===== src/rtl/axi_4_lite_mst_pkg.sv =====
// Shared definitions for the AXI4-Lite master: response codes, default widths
// and the master FSM state encoding.
package axi_4_lite_mst_pkg;

    localparam logic [1:0] RESP_OKAY   = 2'b00;
    localparam logic [1:0] RESP_EXOKAY = 2'b01;
    localparam logic [1:0] RESP_SLVERR = 2'b10;
    localparam logic [1:0] RESP_DECERR = 2'b11;

    localparam int DEF_ADDR_W = 32;
    localparam int DEF_DATA_W = 32;

    localparam logic [2:0] AXPROT_DEFAULT = 3'b000;

    typedef enum logic [2:0] {
        ST_IDLE  = 3'd0,
        ST_WRITE = 3'd1,
        ST_WRESP = 3'd2,
        ST_RADDR = 3'd3,
        ST_RDATA = 3'd4,
        ST_RESP  = 3'd5
    } state_t;

    // States in which a transaction is waiting on the slave.
    function automatic logic is_busy(input state_t s);
        return s inside {ST_WRITE, ST_WRESP, ST_RADDR, ST_RDATA};
    endfunction

endpackage


===== src/rtl/axi_4_lite_mst_if.sv =====
// Command/response port plus the five AXI4-Lite channels of the master.
// The master modport is the DUT view; the slave modport is the far side.
interface axi_4_lite_mst_if
    import axi_4_lite_mst_pkg::*;
#(
    parameter int C_AXI_ADDR_WIDTH = DEF_ADDR_W,
    parameter int C_AXI_DATA_WIDTH = DEF_DATA_W
);
    localparam int STRB_W = C_AXI_DATA_WIDTH / 8;

    logic                        cmd_valid;
    logic                        cmd_ready;
    logic                        cmd_write;
    logic [C_AXI_ADDR_WIDTH-1:0] cmd_addr;
    logic [C_AXI_DATA_WIDTH-1:0] cmd_wdata;
    logic [STRB_W-1:0]           cmd_wstrb;

    logic                        rsp_valid;
    logic                        rsp_ready;
    logic [C_AXI_DATA_WIDTH-1:0] rsp_rdata;
    logic [1:0]                  rsp_resp;
    logic                        rsp_timeout;

    logic                        M_AXI_AWVALID;
    logic                        M_AXI_AWREADY;
    logic [C_AXI_ADDR_WIDTH-1:0] M_AXI_AWADDR;
    logic [2:0]                  M_AXI_AWPROT;
    logic                        M_AXI_WVALID;
    logic                        M_AXI_WREADY;
    logic [C_AXI_DATA_WIDTH-1:0] M_AXI_WDATA;
    logic [STRB_W-1:0]           M_AXI_WSTRB;
    logic                        M_AXI_BVALID;
    logic                        M_AXI_BREADY;
    logic [1:0]                  M_AXI_BRESP;
    logic                        M_AXI_ARVALID;
    logic                        M_AXI_ARREADY;
    logic [C_AXI_ADDR_WIDTH-1:0] M_AXI_ARADDR;
    logic [2:0]                  M_AXI_ARPROT;
    logic                        M_AXI_RVALID;
    logic                        M_AXI_RREADY;
    logic [C_AXI_DATA_WIDTH-1:0] M_AXI_RDATA;
    logic [1:0]                  M_AXI_RRESP;

    modport master (
        input  cmd_valid, cmd_write, cmd_addr, cmd_wdata, cmd_wstrb,
        output cmd_ready,
        output rsp_valid, rsp_rdata, rsp_resp, rsp_timeout,
        input  rsp_ready,
        output M_AXI_AWVALID, M_AXI_AWADDR, M_AXI_AWPROT,
        input  M_AXI_AWREADY,
        output M_AXI_WVALID, M_AXI_WDATA, M_AXI_WSTRB,
        input  M_AXI_WREADY,
        input  M_AXI_BVALID, M_AXI_BRESP,
        output M_AXI_BREADY,
        output M_AXI_ARVALID, M_AXI_ARADDR, M_AXI_ARPROT,
        input  M_AXI_ARREADY,
        input  M_AXI_RVALID, M_AXI_RDATA, M_AXI_RRESP,
        output M_AXI_RREADY
    );

    modport slave (
        output cmd_valid, cmd_write, cmd_addr, cmd_wdata, cmd_wstrb,
        input  cmd_ready,
        input  rsp_valid, rsp_rdata, rsp_resp, rsp_timeout,
        output rsp_ready,
        input  M_AXI_AWVALID, M_AXI_AWADDR, M_AXI_AWPROT,
        output M_AXI_AWREADY,
        input  M_AXI_WVALID, M_AXI_WDATA, M_AXI_WSTRB,
        output M_AXI_WREADY,
        output M_AXI_BVALID, M_AXI_BRESP,
        input  M_AXI_BREADY,
        input  M_AXI_ARVALID, M_AXI_ARADDR, M_AXI_ARPROT,
        output M_AXI_ARREADY,
        output M_AXI_RVALID, M_AXI_RDATA, M_AXI_RRESP,
        input  M_AXI_RREADY
    );

endinterface


===== src/rtl/axi_4_lite_timeout.sv =====
// Transaction watchdog: counts enabled cycles since clear and flags expiry on
// the C_TIMEOUT_CYCLES-th one. A limit of 0 disables it entirely.
module axi_4_lite_timeout #(
    parameter int C_TIMEOUT_CYCLES = 256
) (
    input  logic clk,
    input  logic rst_n,
    input  logic clear,
    input  logic enable,
    output logic expired
);

    generate
        if (C_TIMEOUT_CYCLES == 0) begin : g_off
            logic unused_inputs;
            assign unused_inputs = &{1'b0, clk, rst_n, clear, enable};
            assign expired = 1'b0;
        end else begin : g_on
            localparam int CW = $clog2(C_TIMEOUT_CYCLES + 1);
            logic [CW-1:0] cnt;

            // Expiry is combinational so the FSM leaves on exactly the N-th busy cycle.
            assign expired = enable && (cnt == CW'(C_TIMEOUT_CYCLES - 1));

            always_ff @(posedge clk or negedge rst_n) begin
                if (!rst_n) begin
                    cnt <= '0;
                end else if (clear) begin
                    cnt <= '0;
                end else if (enable && !expired) begin
                    cnt <= cnt + CW'(1);
                end
            end
        end
    endgenerate

endmodule


===== src/rtl/axi_4_lite_mst.sv =====
// Single-outstanding AXI4-Lite master: one command in, one AXI transaction out,
// one response back. Every output is a register loaded from the next-state logic.
module axi_4_lite_mst
    import axi_4_lite_mst_pkg::*;
#(
    parameter int C_AXI_ADDR_WIDTH = DEF_ADDR_W,
    parameter int C_AXI_DATA_WIDTH = DEF_DATA_W,
    parameter int C_TIMEOUT_CYCLES = 256
) (
    input  logic             M_AXI_ACLK,
    input  logic             M_AXI_ARESETN,
    axi_4_lite_mst_if.master bus
);
    localparam int STRB_W = C_AXI_DATA_WIDTH / 8;

    state_t                      state_q, state_d;
    logic                        aw_done_q, aw_done_d;
    logic                        w_done_q, w_done_d;
    logic                        cmd_ready_q, cmd_ready_d;
    logic                        awvalid_q, awvalid_d;
    logic [C_AXI_ADDR_WIDTH-1:0] awaddr_q, awaddr_d;
    logic                        wvalid_q, wvalid_d;
    logic [C_AXI_DATA_WIDTH-1:0] wdata_q, wdata_d;
    logic [STRB_W-1:0]           wstrb_q, wstrb_d;
    logic                        bready_q, bready_d;
    logic                        arvalid_q, arvalid_d;
    logic [C_AXI_ADDR_WIDTH-1:0] araddr_q, araddr_d;
    logic                        rready_q, rready_d;
    logic                        rsp_valid_q, rsp_valid_d;
    logic [C_AXI_DATA_WIDTH-1:0] rsp_rdata_q, rsp_rdata_d;
    logic [1:0]                  rsp_resp_q, rsp_resp_d;
    logic                        rsp_timeout_q, rsp_timeout_d;

    logic cmd_hs, aw_hs, w_hs, b_hs, ar_hs, r_hs;
    logic busy, expired, abort;

    assign cmd_hs = bus.cmd_valid && cmd_ready_q;
    assign aw_hs  = awvalid_q && bus.M_AXI_AWREADY;
    assign w_hs   = wvalid_q && bus.M_AXI_WREADY;
    assign b_hs   = bready_q && bus.M_AXI_BVALID;
    assign ar_hs  = arvalid_q && bus.M_AXI_ARREADY;
    assign r_hs   = rready_q && bus.M_AXI_RVALID;
    assign busy   = is_busy(state_q);

    axi_4_lite_timeout #(
        .C_TIMEOUT_CYCLES(C_TIMEOUT_CYCLES)
    ) u_timeout (
        .clk    (M_AXI_ACLK),
        .rst_n  (M_AXI_ARESETN),
        .clear  (cmd_hs),
        .enable (busy),
        .expired(expired)
    );

    always_comb begin
        state_d       = state_q;
        aw_done_d     = aw_done_q;
        w_done_d      = w_done_q;
        cmd_ready_d   = cmd_ready_q;
        awvalid_d     = awvalid_q;
        awaddr_d      = awaddr_q;
        wvalid_d      = wvalid_q;
        wdata_d       = wdata_q;
        wstrb_d       = wstrb_q;
        bready_d      = bready_q;
        arvalid_d     = arvalid_q;
        araddr_d      = araddr_q;
        rready_d      = rready_q;
        rsp_valid_d   = rsp_valid_q;
        rsp_rdata_d   = rsp_rdata_q;
        rsp_resp_d    = rsp_resp_q;
        rsp_timeout_d = rsp_timeout_q;
        abort         = 1'b0;

        case (state_q)
            ST_IDLE: begin
                cmd_ready_d = 1'b1;
                if (cmd_hs) begin
                    cmd_ready_d   = 1'b0;
                    aw_done_d     = 1'b0;
                    w_done_d      = 1'b0;
                    rsp_timeout_d = 1'b0;
                    if (bus.cmd_write) begin
                        state_d   = ST_WRITE;
                        awvalid_d = 1'b1;
                        wvalid_d  = 1'b1;
                        awaddr_d  = bus.cmd_addr;
                        wdata_d   = bus.cmd_wdata;
                        wstrb_d   = bus.cmd_wstrb;
                    end else begin
                        state_d   = ST_RADDR;
                        arvalid_d = 1'b1;
                        araddr_d  = bus.cmd_addr;
                    end
                end
            end
            ST_WRITE: begin
                aw_done_d = aw_done_q || aw_hs;
                w_done_d  = w_done_q || w_hs;
                if (aw_hs) awvalid_d = 1'b0;
                if (w_hs)  wvalid_d  = 1'b0;
                if (expired) begin
                    abort = 1'b1;
                end else if (aw_done_d && w_done_d) begin
                    state_d  = ST_WRESP;
                    bready_d = 1'b1;
                end
            end
            ST_WRESP: begin
                // A response arriving on the expiry cycle is kept.
                if (b_hs) begin
                    state_d       = ST_RESP;
                    bready_d      = 1'b0;
                    rsp_valid_d   = 1'b1;
                    rsp_resp_d    = bus.M_AXI_BRESP;
                    rsp_rdata_d   = '0;
                    rsp_timeout_d = 1'b0;
                end else if (expired) begin
                    abort = 1'b1;
                end
            end
            ST_RADDR: begin
                if (expired) begin
                    abort = 1'b1;
                end else if (ar_hs) begin
                    state_d   = ST_RDATA;
                    arvalid_d = 1'b0;
                    rready_d  = 1'b1;
                end
            end
            ST_RDATA: begin
                if (r_hs) begin
                    state_d       = ST_RESP;
                    rready_d      = 1'b0;
                    rsp_valid_d   = 1'b1;
                    rsp_resp_d    = bus.M_AXI_RRESP;
                    rsp_rdata_d   = bus.M_AXI_RDATA;
                    rsp_timeout_d = 1'b0;
                end else if (expired) begin
                    abort = 1'b1;
                end
            end
            ST_RESP: begin
                if (rsp_valid_q && bus.rsp_ready) begin
                    state_d     = ST_IDLE;
                    rsp_valid_d = 1'b0;
                    cmd_ready_d = 1'b1;
                end
            end
            default: begin
                state_d = ST_IDLE;
            end
        endcase

        // Abandon the AXI transaction outright; the interconnect needs a reset after this.
        if (abort) begin
            state_d       = ST_RESP;
            awvalid_d     = 1'b0;
            wvalid_d      = 1'b0;
            bready_d      = 1'b0;
            arvalid_d     = 1'b0;
            rready_d      = 1'b0;
            rsp_valid_d   = 1'b1;
            rsp_timeout_d = 1'b1;
            rsp_resp_d    = RESP_SLVERR;
            rsp_rdata_d   = '0;
        end
    end

    always_ff @(posedge M_AXI_ACLK or negedge M_AXI_ARESETN) begin
        if (!M_AXI_ARESETN) begin
            state_q       <= ST_IDLE;
            aw_done_q     <= 1'b0;
            w_done_q      <= 1'b0;
            cmd_ready_q   <= 1'b0;
            awvalid_q     <= 1'b0;
            awaddr_q      <= '0;
            wvalid_q      <= 1'b0;
            wdata_q       <= '0;
            wstrb_q       <= '0;
            bready_q      <= 1'b0;
            arvalid_q     <= 1'b0;
            araddr_q      <= '0;
            rready_q      <= 1'b0;
            rsp_valid_q   <= 1'b0;
            rsp_rdata_q   <= '0;
            rsp_resp_q    <= 2'b00;
            rsp_timeout_q <= 1'b0;
        end else begin
            state_q       <= state_d;
            aw_done_q     <= aw_done_d;
            w_done_q      <= w_done_d;
            cmd_ready_q   <= cmd_ready_d;
            awvalid_q     <= awvalid_d;
            awaddr_q      <= awaddr_d;
            wvalid_q      <= wvalid_d;
            wdata_q       <= wdata_d;
            wstrb_q       <= wstrb_d;
            bready_q      <= bready_d;
            arvalid_q     <= arvalid_d;
            araddr_q      <= araddr_d;
            rready_q      <= rready_d;
            rsp_valid_q   <= rsp_valid_d;
            rsp_rdata_q   <= rsp_rdata_d;
            rsp_resp_q    <= rsp_resp_d;
            rsp_timeout_q <= rsp_timeout_d;
        end
    end

    assign bus.cmd_ready     = cmd_ready_q;
    assign bus.rsp_valid     = rsp_valid_q;
    assign bus.rsp_rdata     = rsp_rdata_q;
    assign bus.rsp_resp      = rsp_resp_q;
    assign bus.rsp_timeout   = rsp_timeout_q;
    assign bus.M_AXI_AWVALID = awvalid_q;
    assign bus.M_AXI_AWADDR  = awaddr_q;
    assign bus.M_AXI_AWPROT  = AXPROT_DEFAULT;
    assign bus.M_AXI_WVALID  = wvalid_q;
    assign bus.M_AXI_WDATA   = wdata_q;
    assign bus.M_AXI_WSTRB   = wstrb_q;
    assign bus.M_AXI_BREADY  = bready_q;
    assign bus.M_AXI_ARVALID = arvalid_q;
    assign bus.M_AXI_ARADDR  = araddr_q;
    assign bus.M_AXI_ARPROT  = AXPROT_DEFAULT;
    assign bus.M_AXI_RREADY  = rready_q;

endmodule


===== src/flat_wrapper.sv =====
// flat-port wrapper written by rule: the top's interface ports become plain ports
module axi_4_lite_mst_flat import axi_4_lite_mst_pkg::*;
#(
    parameter int C_AXI_ADDR_WIDTH = DEF_ADDR_W,
    parameter int C_AXI_DATA_WIDTH = DEF_DATA_W,
    parameter int C_TIMEOUT_CYCLES = 256
)
  (M_AXI_ACLK, M_AXI_ARESETN, bus_cmd_valid, bus_cmd_write, bus_cmd_addr, bus_cmd_wdata, bus_cmd_wstrb, bus_cmd_ready, bus_rsp_valid, bus_rsp_rdata, bus_rsp_resp, bus_rsp_timeout, bus_rsp_ready, bus_M_AXI_AWVALID, bus_M_AXI_AWADDR, bus_M_AXI_AWPROT, bus_M_AXI_AWREADY, bus_M_AXI_WVALID, bus_M_AXI_WDATA, bus_M_AXI_WSTRB, bus_M_AXI_WREADY, bus_M_AXI_BVALID, bus_M_AXI_BRESP, bus_M_AXI_BREADY, bus_M_AXI_ARVALID, bus_M_AXI_ARADDR, bus_M_AXI_ARPROT, bus_M_AXI_ARREADY, bus_M_AXI_RVALID, bus_M_AXI_RDATA, bus_M_AXI_RRESP, bus_M_AXI_RREADY);
  axi_4_lite_mst_if #(.C_AXI_ADDR_WIDTH(C_AXI_ADDR_WIDTH), .C_AXI_DATA_WIDTH(C_AXI_DATA_WIDTH)) bus_i ();
  input  logic M_AXI_ACLK;
  input  logic M_AXI_ARESETN;
  input wire logic [$bits(bus_i.cmd_valid)-1:0] bus_cmd_valid;
  input wire logic [$bits(bus_i.cmd_write)-1:0] bus_cmd_write;
  input wire logic [$bits(bus_i.cmd_addr)-1:0] bus_cmd_addr;
  input wire logic [$bits(bus_i.cmd_wdata)-1:0] bus_cmd_wdata;
  input wire logic [$bits(bus_i.cmd_wstrb)-1:0] bus_cmd_wstrb;
  output wire logic [$bits(bus_i.cmd_ready)-1:0] bus_cmd_ready;
  output wire logic [$bits(bus_i.rsp_valid)-1:0] bus_rsp_valid;
  output wire logic [$bits(bus_i.rsp_rdata)-1:0] bus_rsp_rdata;
  output wire logic [$bits(bus_i.rsp_resp)-1:0] bus_rsp_resp;
  output wire logic [$bits(bus_i.rsp_timeout)-1:0] bus_rsp_timeout;
  input wire logic [$bits(bus_i.rsp_ready)-1:0] bus_rsp_ready;
  output wire logic [$bits(bus_i.M_AXI_AWVALID)-1:0] bus_M_AXI_AWVALID;
  output wire logic [$bits(bus_i.M_AXI_AWADDR)-1:0] bus_M_AXI_AWADDR;
  output wire logic [$bits(bus_i.M_AXI_AWPROT)-1:0] bus_M_AXI_AWPROT;
  input wire logic [$bits(bus_i.M_AXI_AWREADY)-1:0] bus_M_AXI_AWREADY;
  output wire logic [$bits(bus_i.M_AXI_WVALID)-1:0] bus_M_AXI_WVALID;
  output wire logic [$bits(bus_i.M_AXI_WDATA)-1:0] bus_M_AXI_WDATA;
  output wire logic [$bits(bus_i.M_AXI_WSTRB)-1:0] bus_M_AXI_WSTRB;
  input wire logic [$bits(bus_i.M_AXI_WREADY)-1:0] bus_M_AXI_WREADY;
  input wire logic [$bits(bus_i.M_AXI_BVALID)-1:0] bus_M_AXI_BVALID;
  input wire logic [$bits(bus_i.M_AXI_BRESP)-1:0] bus_M_AXI_BRESP;
  output wire logic [$bits(bus_i.M_AXI_BREADY)-1:0] bus_M_AXI_BREADY;
  output wire logic [$bits(bus_i.M_AXI_ARVALID)-1:0] bus_M_AXI_ARVALID;
  output wire logic [$bits(bus_i.M_AXI_ARADDR)-1:0] bus_M_AXI_ARADDR;
  output wire logic [$bits(bus_i.M_AXI_ARPROT)-1:0] bus_M_AXI_ARPROT;
  input wire logic [$bits(bus_i.M_AXI_ARREADY)-1:0] bus_M_AXI_ARREADY;
  input wire logic [$bits(bus_i.M_AXI_RVALID)-1:0] bus_M_AXI_RVALID;
  input wire logic [$bits(bus_i.M_AXI_RDATA)-1:0] bus_M_AXI_RDATA;
  input wire logic [$bits(bus_i.M_AXI_RRESP)-1:0] bus_M_AXI_RRESP;
  output wire logic [$bits(bus_i.M_AXI_RREADY)-1:0] bus_M_AXI_RREADY;
  assign bus_i.cmd_valid = bus_cmd_valid;
  assign bus_i.cmd_write = bus_cmd_write;
  assign bus_i.cmd_addr = bus_cmd_addr;
  assign bus_i.cmd_wdata = bus_cmd_wdata;
  assign bus_i.cmd_wstrb = bus_cmd_wstrb;
  assign bus_cmd_ready = bus_i.cmd_ready;
  assign bus_rsp_valid = bus_i.rsp_valid;
  assign bus_rsp_rdata = bus_i.rsp_rdata;
  assign bus_rsp_resp = bus_i.rsp_resp;
  assign bus_rsp_timeout = bus_i.rsp_timeout;
  assign bus_i.rsp_ready = bus_rsp_ready;
  assign bus_M_AXI_AWVALID = bus_i.M_AXI_AWVALID;
  assign bus_M_AXI_AWADDR = bus_i.M_AXI_AWADDR;
  assign bus_M_AXI_AWPROT = bus_i.M_AXI_AWPROT;
  assign bus_i.M_AXI_AWREADY = bus_M_AXI_AWREADY;
  assign bus_M_AXI_WVALID = bus_i.M_AXI_WVALID;
  assign bus_M_AXI_WDATA = bus_i.M_AXI_WDATA;
  assign bus_M_AXI_WSTRB = bus_i.M_AXI_WSTRB;
  assign bus_i.M_AXI_WREADY = bus_M_AXI_WREADY;
  assign bus_i.M_AXI_BVALID = bus_M_AXI_BVALID;
  assign bus_i.M_AXI_BRESP = bus_M_AXI_BRESP;
  assign bus_M_AXI_BREADY = bus_i.M_AXI_BREADY;
  assign bus_M_AXI_ARVALID = bus_i.M_AXI_ARVALID;
  assign bus_M_AXI_ARADDR = bus_i.M_AXI_ARADDR;
  assign bus_M_AXI_ARPROT = bus_i.M_AXI_ARPROT;
  assign bus_i.M_AXI_ARREADY = bus_M_AXI_ARREADY;
  assign bus_i.M_AXI_RVALID = bus_M_AXI_RVALID;
  assign bus_i.M_AXI_RDATA = bus_M_AXI_RDATA;
  assign bus_i.M_AXI_RRESP = bus_M_AXI_RRESP;
  assign bus_M_AXI_RREADY = bus_i.M_AXI_RREADY;
  axi_4_lite_mst #(.C_AXI_ADDR_WIDTH(C_AXI_ADDR_WIDTH), .C_AXI_DATA_WIDTH(C_AXI_DATA_WIDTH), .C_TIMEOUT_CYCLES(C_TIMEOUT_CYCLES)) u_core (.M_AXI_ACLK(M_AXI_ACLK), .M_AXI_ARESETN(M_AXI_ARESETN), .bus(bus_i));
endmodule

===== config.mk =====
export PLATFORM = sky130hd
export DESIGN_NAME = axi_4_lite_mst_flat
export DESIGN_NICKNAME = d
export VERILOG_FILES = /design/src/rtl/axi_4_lite_mst_pkg.sv /design/src/rtl/axi_4_lite_mst_if.sv /design/src/rtl/axi_4_lite_timeout.sv /design/src/rtl/axi_4_lite_mst.sv /design/src/flat_wrapper.sv
export SDC_FILE = /design/constraint.sdc
export NUM_CORES = 1
export LEC_CHECK = 0
export BUFFER_PORTS_ARGS = -buffer_cell sky130_fd_sc_hd__buf_2
export CORE_ASPECT_RATIO = 0.8
export CORE_MARGIN = 4
export CORE_UTILIZATION = 52
export DETAILED_ROUTE_END_ITERATION = 8
export PLACE_DENSITY = 0.89
export SYNTH_ARGS = -nofsm -noshare
export SYNTH_HDL_FRONTEND = slang
export SYNTH_SLANG_ARGS = --single-unit
export TNS_END_PERCENT = 10

===== constraint.sdc =====
create_clock -name M_AXI_ACLK -period 5.16 [get_ports M_AXI_ACLK]
set_input_delay 1.032 -clock M_AXI_ACLK [delete_from_list [all_inputs] [get_ports M_AXI_ACLK]]
set_output_delay 1.032 -clock M_AXI_ACLK [all_outputs]
set_load 0.05 [all_outputs]

Yosys cells after proc, flatten, opt, wreduce, memory -nomap -nowiden:

Cells that the tools add are included.

* register bits: 156
* bits of input ports: 114
* output and inout bits: 148
* word-level logic and storage cells: 141

* $add $sub $neg: 1
* eq/ne operators: 20
* mux-type cells: 62
* bitwise logic cells: 1
* reduce and logical (&&, ||, !) cells: 39

Operator list (number)
* two-way mux 32 bit: 3
* one-hot mux 32 bit (2 select lines): 1
* two-way mux 1 bit: 30
* two-way mux 3 bit: 9
* AND reduction 4 bit: 6
* inequality test 3 x 1 -> 1 bit, second input constant: 7
* two-way mux 9 bit: 2
* one-hot mux 3 bit (6 select lines): 1
* one-hot mux 1 bit (2 select lines): 8
* inequality test 3 x 2 -> 1 bit, second input constant: 5
* nonzero test 3 bit: 5
* nonzero test 4 bit: 3
* logical AND 1 bit: 10
* adder 9 x 1 -> 9 bit, second input constant: 1
* equality test 9 x 8 -> 1 bit, second input constant: 1
* one-hot mux 1 bit (3 select lines): 3
* AND reduction 3 bit: 3
* two-way mux 2 bit: 4
* AND reduction 8 bit: 1
* equality test 3 x 2 -> 1 bit, second input constant: 2
* equality test 3 bit, second input constant: 2
* nonzero test 2 bit: 3
* AND reduction 5 bit: 1
* inequality test 2 x 1 -> 1 bit, second input constant: 2
* 8 further kinds: 10

Longest topological paths before layout:

Gate-level depths: netlist of the first run.

* depth after elaboration: 8
* mapped depth: 10
* mapped depth without buffers: 9

Modules after synthesis:

From an unflattened synthesis of the first run, not the netlist that was laid out.

* cell total of the unflattened synthesis: 447
* area total of the unflattened synthesis: 6223.5 um^2

Modules (own cells, without submodules)
* axi_4_lite_mst: times used 1, cells each 397, area an instance 5745.5 um^2, seq. area each 3678.5 um^2
* axi_4_lite_timeout: times used 1, cells each 50, area an instance 478.0 um^2, seq. area each 225.2 um^2

Worst setup path before layout of the first run:

OpenSTA, ideal clock, no wires.

* kind: reg-to-reg
* start point: reg u_core.u_timeout.g_on.cnt[2]
* end point: reg u_core.rsp_resp_q[0] (netlist: u_core.bus.rsp_resp[0])
* library setup time: 0.095 ns
* arrival: 2.164 ns
* data required time: 5.065 ns
* setup slack: 2.901 ns
* stages on the path, launching flop included: 11
* path buffers: 1
* clock period less this slack: 2.259 ns
* path through: dfrtp_1 -> and3_1 -> and3_1 -> and3_1 -> ha_1 -> a21oi_2 -> nor2_4 -> a311oi_4 -> buf_6 -> nand2_1 -> o31ai_1

* cells in the longest elaborated chain, start to end: 7
* elaborated cells between the ends (all ways): 11
* those cells by class: 3 x eq/ne; 5 x mux; 3 x reduce/logical

RTL lines
* start, declared: RTL line axi_4_lite_timeout.sv:20 `logic [CW-1:0] cnt;`
* start signal, assigned: RTL line axi_4_lite_timeout.sv:31 `cnt <= cnt + CW'(1);`
* equality test 9 x 8 -> 1 bit *: RTL line axi_4_lite_timeout.sv:23 `assign expired = enable && (cnt == CW'(C_TIMEOUT_CYCLES - 1));`
* logical AND 1 bit *: RTL line axi_4_lite_timeout.sv:23
* two-way mux 1 bit *
* two-way mux 1 bit, on equally long branches: RTL line axi_4_lite_mst.sv:132, axi_4_lite_mst.sv:111
* one-hot mux 1 bit (3 select lines) *: RTL line axi_4_lite_mst.sv:75 `case (state_q)`
* inequality test 3 x 1 -> 1 bit (no line) / nonzero test 3 bit (equally long branches)
* AND reduction 3 bit (no line)
* end signal, assigned: RTL line axi_4_lite_mst.sv:205 `rsp_resp_q <= rsp_resp_d;`
* end, declared: RTL line axi_4_lite_mst.sv:31 `logic [1:0] rsp_resp_q, rsp_resp_d;`

Every way passes the cells marked *; elsewhere a longest branch is shown, timed or not.
A chain may end at the register's enable or synchronous reset.

Worst setup path after layout of the first run:

* start point: reg u_core.u_timeout.g_on.cnt[2]
* end point: reg u_core.rsp_rdata_q[26] (netlist: u_core.bus.rsp_rdata[26])

* cells in the longest elaborated chain, start to end: 7
* elaborated cells between the ends (all ways): 11
* those cells by class: 3 x eq/ne; 5 x mux; 3 x reduce/logical

RTL lines
* equality test 9 x 8 -> 1 bit *: RTL line axi_4_lite_timeout.sv:23
* logical AND 1 bit *: RTL line axi_4_lite_timeout.sv:23
* two-way mux 1 bit *
* two-way mux 1 bit, on equally long branches: RTL line axi_4_lite_mst.sv:132, axi_4_lite_mst.sv:111
* one-hot mux 1 bit (3 select lines) *: RTL line axi_4_lite_mst.sv:75
* inequality test 3 x 1 -> 1 bit (no line) / nonzero test 3 bit (equally long branches)
* AND reduction 3 bit (no line)
* end signal, assigned: RTL line axi_4_lite_mst.sv:204 `rsp_rdata_q <= rsp_rdata_d;`
* end, declared: RTL line axi_4_lite_mst.sv:30 `logic [C_AXI_DATA_WIDTH-1:0] rsp_rdata_q, rsp_rdata_d;`

Marked as above.

==> results of run 1 <==
-- critical path, delay by kind of cell (launching register included) --
kind / cells / cell delay [ns]
AND/OR/NAND/NOR: 4 / 1.03
adder cells (fa/ha/maj): 1 / 0.54
flip-flops: 1 / 0.40
AO/OA/AOI/OAI: 2 / 0.33
buffers and inverters: 1 / 0.29
-- logic make-up (layout without fill, tap and decap cells) --
family                   count (synthesis)  in the layout  synth area share [%]
adder cells (fa/ha/maj)                  2              2                 0.397
buffers and inverters                   32            293                  3.49
XOR/XNOR                                 7              7                 0.972
AO/OA/AOI/OAI                           75             75                  9.42
AND/OR/NAND/NOR                         65             65                  5.59
other                                    1              6                0.0595
multiplexers                           102            102                  18.2
flip-flops                             156            156                  61.9
-- cell usage in the layout (no fill, tap or decap), types with 2 or more instances in the layout --
| cell type | instances |
|---|---|
| buf_2 | 254 |
| dfrtp_1 | 156 |
| mux2_2 | 99 |
| a22o_1 | 32 |
| clkbuf_16 | 17 |
| nand2_1 | 16 |
| a21oi_1 | 13 |
| nor2_1 | 13 |
| o21ai_0 | 8 |
| xor2_1 | 6 |
| conb_1 | 6 |
| nand4_1 | 5 |
| inv_6 | 5 |
| and3_1 | 4 |
| a211oi_1 | 4 |
| buf_4 | 4 |
| nor2_4 | 3 |
| nand4b_1 | 3 |
| nand2b_1 | 3 |
| nor2b_1 | 3 |
| nand3_1 | 3 |
| o31ai_1 | 3 |
| inv_8 | 3 |
| inv_1 | 2 |
| and2_1 | 2 |
| nor2_2 | 2 |
| nor3b_1 | 2 |
| mux2i_1 | 2 |
| a2bb2oi_1 | 2 |
| or3_1 | 2 |
| o22a_1 | 2 |
| ha_1 | 2 |
| clkinv_2 | 2 |
| clkinvlp_4 | 2 |
-- metal layers --
metal  GRT usage, %  part of all wire [%]
met1           27.7                    40
met3           9.70                   9.2
met5              0                     0
met2           38.5                    50
met4           5.02                  0.58
-- per-stage QoR --
| step | worst slack (ns) | cells |
|---|---|---|
| after detailed placement | 2.04 | 822 |
| after CTS | 2.44 | 854 |
| final | 2.44 | 854 |
| after global routing | 2.30 | 854 |
| after global placement | 2.17 | 822 |
| after floorplan | 2.90 | 445 |
-- registers in the layout, summed over array words and instances, names as in the netlist --
name and cells:
u_core.bus.M_AXI_ARADDR 32, u_core.bus.M_AXI_AWADDR 32, u_core.bus.M_AXI_WDATA 32, u_core.bus.rsp_rdata 32, u_core.u_timeout.g_on.cnt 9, u_core.bus.M_AXI_WSTRB 4, u_core.state_q 3, u_core.bus.rsp_resp 2
u_core.aw_done_q 1, u_core.bus.M_AXI_ARVALID 1, u_core.bus.M_AXI_AWVALID 1, u_core.bus.M_AXI_BREADY 1, u_core.bus.M_AXI_RREADY 1, u_core.bus.M_AXI_WVALID 1, u_core.bus.cmd_ready 1, u_core.bus.rsp_timeout 1
u_core.bus.rsp_valid 1, u_core.w_done_q 1
-- worst max-delay path by stage --
stage	start	endpoint	cells past startpoint	slack [ns]
floorplan	u_core.u_timeout.g_on.cnt[2]	u_core.bus.rsp_resp[0]	10	2.90
global placement	bus_cmd_valid	u_core.bus.M_AXI_ARADDR[0]	5	2.17
detailed placement	bus_cmd_valid	u_core.bus.M_AXI_ARADDR[19]	5	2.04
CTS	u_core.u_timeout.g_on.cnt[2]	u_core.bus.rsp_rdata[26]	8	2.44
global route	u_core.u_timeout.g_on.cnt[2]	u_core.bus.rsp_rdata[23]	8	2.30
finish	u_core.u_timeout.g_on.cnt[2]	u_core.bus.rsp_rdata[26]	8	2.44
-- layout make-up --
type | instances | area (sq um)
well taps | 148 | 185
clock buffers | 18 | 429
fillers | 806 | 3520
inverters | 2 | 7.51
repair buffers | 259 | 1310
multi-input cells | 257 | 2210
flip-flops and latches | 156 | 3900
clock inverters | 14 | 128
==> run_results.csv, run 1 <==
group,metric,value,unit
status,status,"completed",
logic_synthesis,async_flop_share,100,%
worst_hold_path,min_to,"u_core.bus.M_AXI_WDATA[3]",
clock_tree,cts_tree,"yes",
final_layout,fin_util,69.9,%
timing,hold_violations,0,
die,coreArea,11700,sq um
drt,vias,4548,
logic_synthesis,synth_edf_count,0,
die,row_count,35,
clock_tree,clkTransAtPathRegs,0.07,ns
logic_synthesis,synthFlopType,"dfrtp_1",
clock_tree,cts-buffers-inserted,17,
drt,wl_per_cell,18.4,microns
worst_setup_path,worst_path_largest_cell_delay,0.54,ns
die,die_y,107,microns
final_layout,drive_gt1_share,56.7,%
timing,maxSlewViolCount,0,
worst_setup_path,end_kind,"register",
drt,drtIter0Drc,252,
grt,grt_pass1_vias,4879,
drt,drc_errors,0,
die,pin_count,262,
logic_synthesis,yosysSeqAreaShare,61.9,%
logic_synthesis,synth.largest_area_cell,"dfrtp_1",
worst_setup_path,cp_cell_sequence,"and3_1, and3_1, and3_1, ha_1, nor3b_1, a311oi_4, buf_4, a22o_1",
placement,dpl.hpwl,11500,microns
timing,setup_viol,0,
worst_setup_path,cp-start-kind,"register",
worst_hold_path,worstHoldStart,"u_core.bus.M_AXI_WDATA[3]",
placement,dpl-instance-area,7620,sq um
worst_setup_path,crit_type,"reg2reg",
logic_synthesis,yosysUniqueCellTypes,49,
drt,totalWireLength,15700,microns
clock_tree,clk_latency,0.40,ns
worst_setup_path,r2r_setup_slack,2.44,ns
worst_setup_path,worst-r2r-cell-count,8,
timing,min_period,2.72,ns
grt,grt_overflow,0,
clock_tree,cts.repair.resized,0,
timing,setup_tns,0,ns
clock_tree,holdBufCountCts,0,
placement,gp_congestion,0.842,
logic_synthesis,synth_area_leaders,"dfrtp_1, mux2_2, a22o_1",
clock_tree,clk_path_buf_depth,2,
final_layout,fin_nets,809,
worst_setup_path,r2r-start,"u_core.u_timeout.g_on.cnt[2]",
worst_setup_path,critPathRequiredTime,5.44,ns
drt,postRouteAntennaNets,0,
drt,viasPerCell,5.33,
worst_setup_path,path_max_fanout,37,
logic_synthesis,synth_seq_cells,156,
timing,worst_slew_pin_slew,1.25,ns
clock_tree,clockRootBuffer,"clkbuf_16",
worst_hold_path,hold_path_class,"reg2reg",
grt,grt_antenna_before_repair,0,
logic_synthesis,avgSynthCellArea,14.3,sq um
worst_setup_path,cp.arrival,3.00,ns
clock_tree,numClockSinks,156,
timing,rsz0062_at_grt,"no",
worst_setup_path,cp_common_cell,"and3_1",
final_layout,fin_area,8180,sq um
timing,period_share,52.7,%
die,die_w,131,microns
logic_synthesis,yosysMostFrequentCell,"dfrtp_1",
logic_synthesis,syn_area,6310,sq um
logic_synthesis,synth_top_area_share,61.9,%
logic_synthesis,yosys_warnings,0,
timing,hold_slack,0.498,ns
worst_hold_path,min_path_cells,1,
final_layout,n_antenna_cell,0,
timing,slew_headroom,16.5,%
die,die_area,14000,sq um
run,cap_violations,0,
logic_synthesis,synth_cells,440,
placement,port_buffers,255,
timing,fin_skew,0.0123,ns
logic_synthesis,synthTopCellsByCount,"dfrtp_1, mux2_2, a22o_1",
worst_setup_path,timing.rr.end,"u_core.bus.rsp_rdata[26]",
clock_tree,htree_levels,4,
grt,grt_pass1_wl,25600,microns
final_layout,syn_to_final_growth,29.6,%
timing,fmax,368,MHz
grt,grt_max_degree,71,
drt,drt_first_pass_iters,4,
grt,grt.total_usage,22.8,%
worst_setup_path,crit_path_top_delay_cell,"ha_1",
clock_tree,post-cts-setup-buffers,0,
die,start_util,53.9,%
Power of run 1 is left out: the tool's default activity adds up to more than one toggle a clock period on the data nets, which glitch-free logic cannot reach.
==> run 2, diff against run 1 <==
--- a/config.mk
+++ b/config.mk
@@ -8,9 +8,9 @@
 export BUFFER_PORTS_ARGS = -buffer_cell sky130_fd_sc_hd__buf_2
 export CORE_ASPECT_RATIO = 0.8
 export CORE_MARGIN = 4
-export CORE_UTILIZATION = 52
+export CORE_UTILIZATION = 48
 export DETAILED_ROUTE_END_ITERATION = 8
-export PLACE_DENSITY = 0.89
+export PLACE_DENSITY = 0.83
 export SYNTH_ARGS = -nofsm -noshare
 export SYNTH_HDL_FRONTEND = slang
 export SYNTH_SLANG_ARGS = --single-unit
==> constraint.sdc (replaced) <==
create_clock -name M_AXI_ACLK -period 2.6 [get_ports M_AXI_ACLK]
set_input_delay 0.52 -clock M_AXI_ACLK [delete_from_list [all_inputs] [get_ports M_AXI_ACLK]]
set_output_delay 0.52 -clock M_AXI_ACLK [all_outputs]
set_load 0.05 [all_outputs]
==> run_results.csv, run 2 (synthesized netlist as in run 1, its figures left out) <==
group,metric,value,unit
clock_tree,cts-buffers-inserted,17,
placement,placedCellCount,857,
worst_setup_path,cp.arrival,2.75,ns
timing,rsz0062_at_grt,"no",
worst_setup_path,critPathRequiredTime,2.95,ns
drt,drt_first_pass_iters,4,
drt,vias,4593,
worst_setup_path,r2r_setup_slack,0.19,ns
timing,maxSlewViolCount,0,
clock_tree,clk_path_buf_depth,2,
timing,hold_slack,0.0288,ns
drt,drtIter0Drc,283,
die,coreArea,12900,sq um
die,die_w,136,microns
final_layout,layout.cells.most_common,"buf_2",
final_layout,drive_gt1_share,56.7,%
grt,grt_overflow,0,
worst_setup_path,path_max_fanout,37,
drt,viasPerCell,5.17,
final_layout,n_fill_cell,984,
placement,dpl.hpwl,11300,microns
timing,hold_violations,0,
grt,grt.total_usage,21.5,%
placement,gp_congestion,0.818,
final_layout,fin_nets,817,
worst_setup_path,r2r-start,"u_core.u_timeout.g_on.cnt[2]",
timing,min_period,2.41,ns
timing,fin_skew,0.00837,ns
die,row_count,37,
worst_setup_path,crit_type,"reg2reg",
placement,port_buffers,255,
final_layout,stdcell_count,889,
die,pin_count,262,
clock_tree,clockRootBuffer,"clkbuf_16",
clock_tree,holdBufCountCts,0,
final_layout,seqCellArea,3900,sq um
final_layout,multi_input_area,2200,sq um
drt,postRouteAntennaNets,0,
placement,pre_cts_slack,0.242,ns
worst_setup_path,timing.rr.end,"u_core.bus.rsp_rdata[12]",
drt,totalWireLength,15600,microns
worst_setup_path,path_buf_inv,1,
drt,wl_per_cell,17.6,microns
clock_tree,clkTransAtPathRegs,0.06,ns
clock_tree,htree_levels,4,
worst_setup_path,worst_path_largest_cell_delay,0.41,ns
worst_setup_path,cp_top_family,"compound AO/OA/AOI/OAI gates",
clock_tree,cts_tree,"yes",
timing,setup_tns,0,ns
run,cap_violations,0,
clock_tree,cts.repair.resized,0,
timing,period_share,92.6,%
worst_setup_path,cp-start-kind,"register",
drt,drc_errors,0,
worst_hold_path,hold_path_class,"in2async",
grt,grt_antenna_before_repair,1,
final_layout,syn_to_final_growth,32.2,%
worst_setup_path,cp_cell_sequence,"and3_1, and3_1, and3_1, ha_1, a21oi_2, nor2_4, a311oi_4, buf_12, a22o_1",
grt,grt_pass1_vias,4919,
grt,grt_max_degree,72,
worst_setup_path,worst-r2r-cell-count,9,
timing,setup_viol,0,
worst_setup_path,crit_path_top_delay_cell,"dfrtp_1",
die,die_y,111,microns
die,die_area,15000,sq um
worst_setup_path,cp_common_cell,"and3_1",
die,start_util,49.0,%
status,status,"completed",
timing,fmax,415,MHz
timing,setup_ws,0.193,ns
final_layout,final_cell_mix,"buf_2, dfrtp_1, mux2_2, a22o_1, clkbuf_16",
clock_tree,post-cts-setup-buffers,0,
clock_tree,clk_latency,0.42,ns
grt,grt_pass1_wl,25500,microns
worst_setup_path,end_kind,"register",
clock_tree,numClockSinks,156,
run 2: changes by cell type in the layout (fill, tap and decap cells not counted):
cell,before,now
nor2_2,2,3
inv_6,5,2
buf_4,4,8
clkinv_4,1,2
clkinv_2,2,0
nor2_4,3,2
inv_8,3,0
clkbuf_8,0,2
bufinv_16,0,2
buf_12,0,4
clkinv_8,1,0
diode_2,0,1
clkbuf_1,1,4
run 2: worst max-delay path by stage:
stage / startpoint / endpoint / slack, ns / depth (start not counted)
after floorplan: u_core.u_timeout.g_on.cnt[2] / u_core.bus.rsp_resp[0] / 0.34 / 10
after global placement: u_core.u_timeout.g_on.cnt[2] / u_core.bus.rsp_resp[0] / 0.34 / 10
after detailed placement: u_core.u_timeout.g_on.cnt[2] / u_core.bus.rsp_rdata[12] / 0.24 / 9
after CTS: u_core.u_timeout.g_on.cnt[2] / u_core.bus.rsp_rdata[12] / 0.20 / 9
after global routing: u_core.u_timeout.g_on.cnt[2] / u_core.state_q[2] / 0.004 / 9
final: u_core.u_timeout.g_on.cnt[2] / u_core.bus.rsp_rdata[12] / 0.19 / 9
run 2: layer usage:
metal	track usage, %	vias up	routed length [microns]	share of wire, %
li1	-	2107	-	-
met1	26.1	2279	6150	39
met2	36.1	187	7900	51
met3	7.29	20	1330	8.5
met4	6.65	0	230	1.5
met5	0	-	0	0
run 2: per-stage QoR:
step                      utilization (%)  area [sq um]
after floorplan                         -          6330
after global placement               60.3          7760
after detailed placement             60.3          7760
after CTS                            64.8          8340
after global routing                 64.8          8340
final                                64.8          8340
run 2: area by class of cell:
cell class / instances / area share [%]
Antenna cell: 1 / 0.0300
Inverter: 2 / 0.0900
Clock buffer: 23 / 5.61
Multi-Input combinational cell: 257 / 26.4
Timing Repair Buffer: 267 / 17.1
Tap cell: 175 / 2.63
Sequential cell: 156 / 46.8
Clock inverter: 8 / 1.32
Power of run 2 is left out for the same reason.
==> run 3, diff against run 2 <==
--- a/config.mk
+++ b/config.mk
@@ -10,8 +10,10 @@
 export CORE_MARGIN = 4
 export CORE_UTILIZATION = 48
 export DETAILED_ROUTE_END_ITERATION = 8
+export GPL_ROUTABILITY_DRIVEN = 0
 export PLACE_DENSITY = 0.83
 export SYNTH_ARGS = -nofsm -noshare
 export SYNTH_HDL_FRONTEND = slang
+export SYNTH_HIERARCHICAL = 1
 export SYNTH_SLANG_ARGS = --single-unit
 export TNS_END_PERCENT = 10
==> run_results.csv, run 3 <==
group,metric,value,unit
worst_setup_path,critPathRequiredTime,2.90,ns
die,die_w,135,microns
grt,grt_antenna_before_repair,0,
clock_tree,numClockSinks,156,
final_layout,syn_to_final_growth,34.4,%
drt,postRouteAntennaNets,0,
grt,grt_pass1_vias,5036,
final_layout,n_antenna_cell,0,
logic_synthesis,synth_cells,447,
drt,drt_first_pass_iters,4,
die,pin_count,262,
die,start_util,50.1,%
drt,viasPerCell,5.25,
status,status,"completed",
placement,dpl-instance-area,7770,sq um
final_layout,layout.cells.most_common,"buf_2",
logic_synthesis,synth.largest_area_cell,"dfrtp_1",
grt,grt_pass1_wl,25900,microns
drt,totalWireLength,16300,microns
run,cap_violations,0,
timing,fmax,416,MHz
timing,hold_slack,0.0511,ns
die,die_y,110,microns
die,die_area,14900,sq um
drt,drtIter0Drc,279,
logic_synthesis,synth_edf_count,0,
logic_synthesis,synth_top_family_by_area,"multiplexers",
timing,setup_viol,0,
logic_synthesis,yosys_warnings,6,
logic_synthesis,avgSynthCellArea,13.9,sq um
worst_setup_path,r2r_setup_slack,0.20,ns
logic_synthesis,yosysMostFrequentCell,"dfrtp_1",
final_layout,seqCellArea,3900,sq um
logic_synthesis,yosysSeqAreaShare,62.7,%
logic_synthesis,async_flop_share,100,%
clock_tree,clk_latency,0.41,ns
logic_synthesis,yosysUniqueCellTypes,41,
final_layout,fin_util,67.3,%
clock_tree,htree_levels,4,
logic_synthesis,synthTopCellsByCount,"dfrtp_1, mux2_2, a22o_1",
grt,grt.total_usage,22.4,%
logic_synthesis,synthMuxAreaShare,18.6,%
clock_tree,clockRootBuffer,"clkbuf_16",
final_layout,drive_gt1_share,56.4,%
clock_tree,cts_tree,"yes",
final_layout,stdcell_count,896,
final_layout,multi_input_area,2200,sq um
final_layout,fin_area,8370,sq um
timing,min_period,2.40,ns
clock_tree,clkTransAtPathRegs,0.06,ns
clock_tree,cts-buffers-inserted,17,
logic_synthesis,synth_compound_area_share,8.97,%
clock_tree,clk_path_buf_depth,2,
die,coreArea,12400,sq um
worst_setup_path,cp-start-kind,"register",
timing,hold_violations,0,
logic_synthesis,syn_area,6220,sq um
placement,placedCellCount,864,
final_layout,fin_nets,829,
grt,grt_max_degree,48,
drt,vias,4703,
worst_setup_path,path_max_fanout,7,
drt,drc_errors,0,
logic_synthesis,synthFlopType,"dfrtp_1",
logic_synthesis,synth_top_area_share,62.7,%
grt,grt_overflow,0,
timing,maxSlewViolCount,0,
logic_synthesis,yosys.area_share.xor_xnor,0.422,%
die,row_count,36,
placement,port_buffers,255,
final_layout,final_cell_mix,"buf_2, dfrtp_1, mux2_2, a22o_1, nand2_1",
worst_setup_path,crit_type,"reg2reg",
placement,dpl.hpwl,12300,microns
worst_setup_path,end_kind,"register",
worst_setup_path,cp.arrival,2.70,ns
logic_synthesis,synth_seq_cells,156,
logic_synthesis,synth_area_leaders,"dfrtp_1, mux2_2, a22o_1",
worst_hold_path,hold_path_class,"in2async",
logic_synthesis,yosys.area_share.simple,6.11,%
timing,period_share,92.4,%
final_layout,n_fill_cell,905,
logic_synthesis,synth-adder-area-share,0.402,%
drt,wl_per_cell,18.2,microns
timing,fin_skew,0.00940,ns
==> run 3: cell count changes after synthesis, moves of 3 or more <==
cell,before,now
nor2b_1,3,7
nand4_1,5,2
inv_1,2,7
o21ai_0,8,11
buf_6,8,0
buf_2,11,17
nand2_1,16,23
nor2_1,14,18
nand3_1,3,7
xor2_1,6,1
o31ai_1,3,0
==> run 3: cells by family (layout without fill, tap and decap cells) <==
logic type	count (synthesis)	in the layout
xor gates and xnor gates	3	3
DFF	156	156
adders and majority gates	2	2
buffers and inverters	33	306
and+or+nand+nor	76	76
other	1	6
muxes	103	103
AOI/OAI and AO/OA	73	73
==> run 3: final timing paths <==
check	start	endpoint	cells past startpoint
worst min-delay path	M_AXI_ARESETN	u_core/bus.rsp_rdata[27]	1
worst max-delay path	u_core/u_timeout/g_on.cnt[0]	u_core/bus.rsp_timeout	11
worst min register to register	u_core/bus.rsp_timeout	u_core/bus.rsp_timeout	1
max in group asynchronous	M_AXI_ARESETN	u_core/bus.M_AXI_WDATA[25]	2
min in group M_AXI_ACLK	bus_M_AXI_RDATA[9]	u_core/bus.rsp_rdata[9]	2
worst max register to register	u_core/u_timeout/g_on.cnt[0]	u_core/bus.rsp_timeout	11
==> run 3: area by class of cell <==
cell class	instances	area share, %
Sequential cell	156	46.7
Multi-Input combinational cell	263	26.2
Timing Repair Buffer	268	17.2
Clock buffer	21	5.74
Tap cell	171	2.56
Clock inverter	10	1.24
Inverter	7	0.314
==> run 3: layer usage <==
metal  GRT usage, %  up-vias  part of all wire (%)
li1               -     2127                     -
met1           26.0     2341                    38
met2           37.7      213                    50
met3           9.61       22                    10
met4           7.41        0                   1.6
met5              0        -                     0
==> run 3: critical path, cell delays in order (launching register included) <==
cell	delay [ns]
dfrtp_1	0.38
ha_1	0.21
nand3_1	0.11
nor2_1	0.12
ha_2	0.22
and2_4	0.19
nor2b_1	0.17
o21ai_1	0.15
a221oi_2	0.32
buf_4	0.18
nand3_1	0.06
a21o_1	0.18
==> run 3: metrics by stage <==
stage,worst slack [ns],TNS (ns)
3_3_place_gp,0.223,0
5_1_grt,-0.000121,-0.000121
2_1_floorplan,0.244,0
6_report,0.197,0
4_1_cts,0.0223,0
3_5_place_dp,0.0256,0
==> run 3: what timing repair did <==
| item | 4_1_cts | 5_1_grt |
|---|---|---|
| setup buffers | 1 | 0 |
| pin swaps | 1 | 0 |
| hold buffers | 0 | 0 |
| gates cloned | 0 | 0 |
| endpoints found under the setup margin | 2 | 6 |
| resized for setup | 0 | 4 |
Power of run 3 is left out for the same reason.
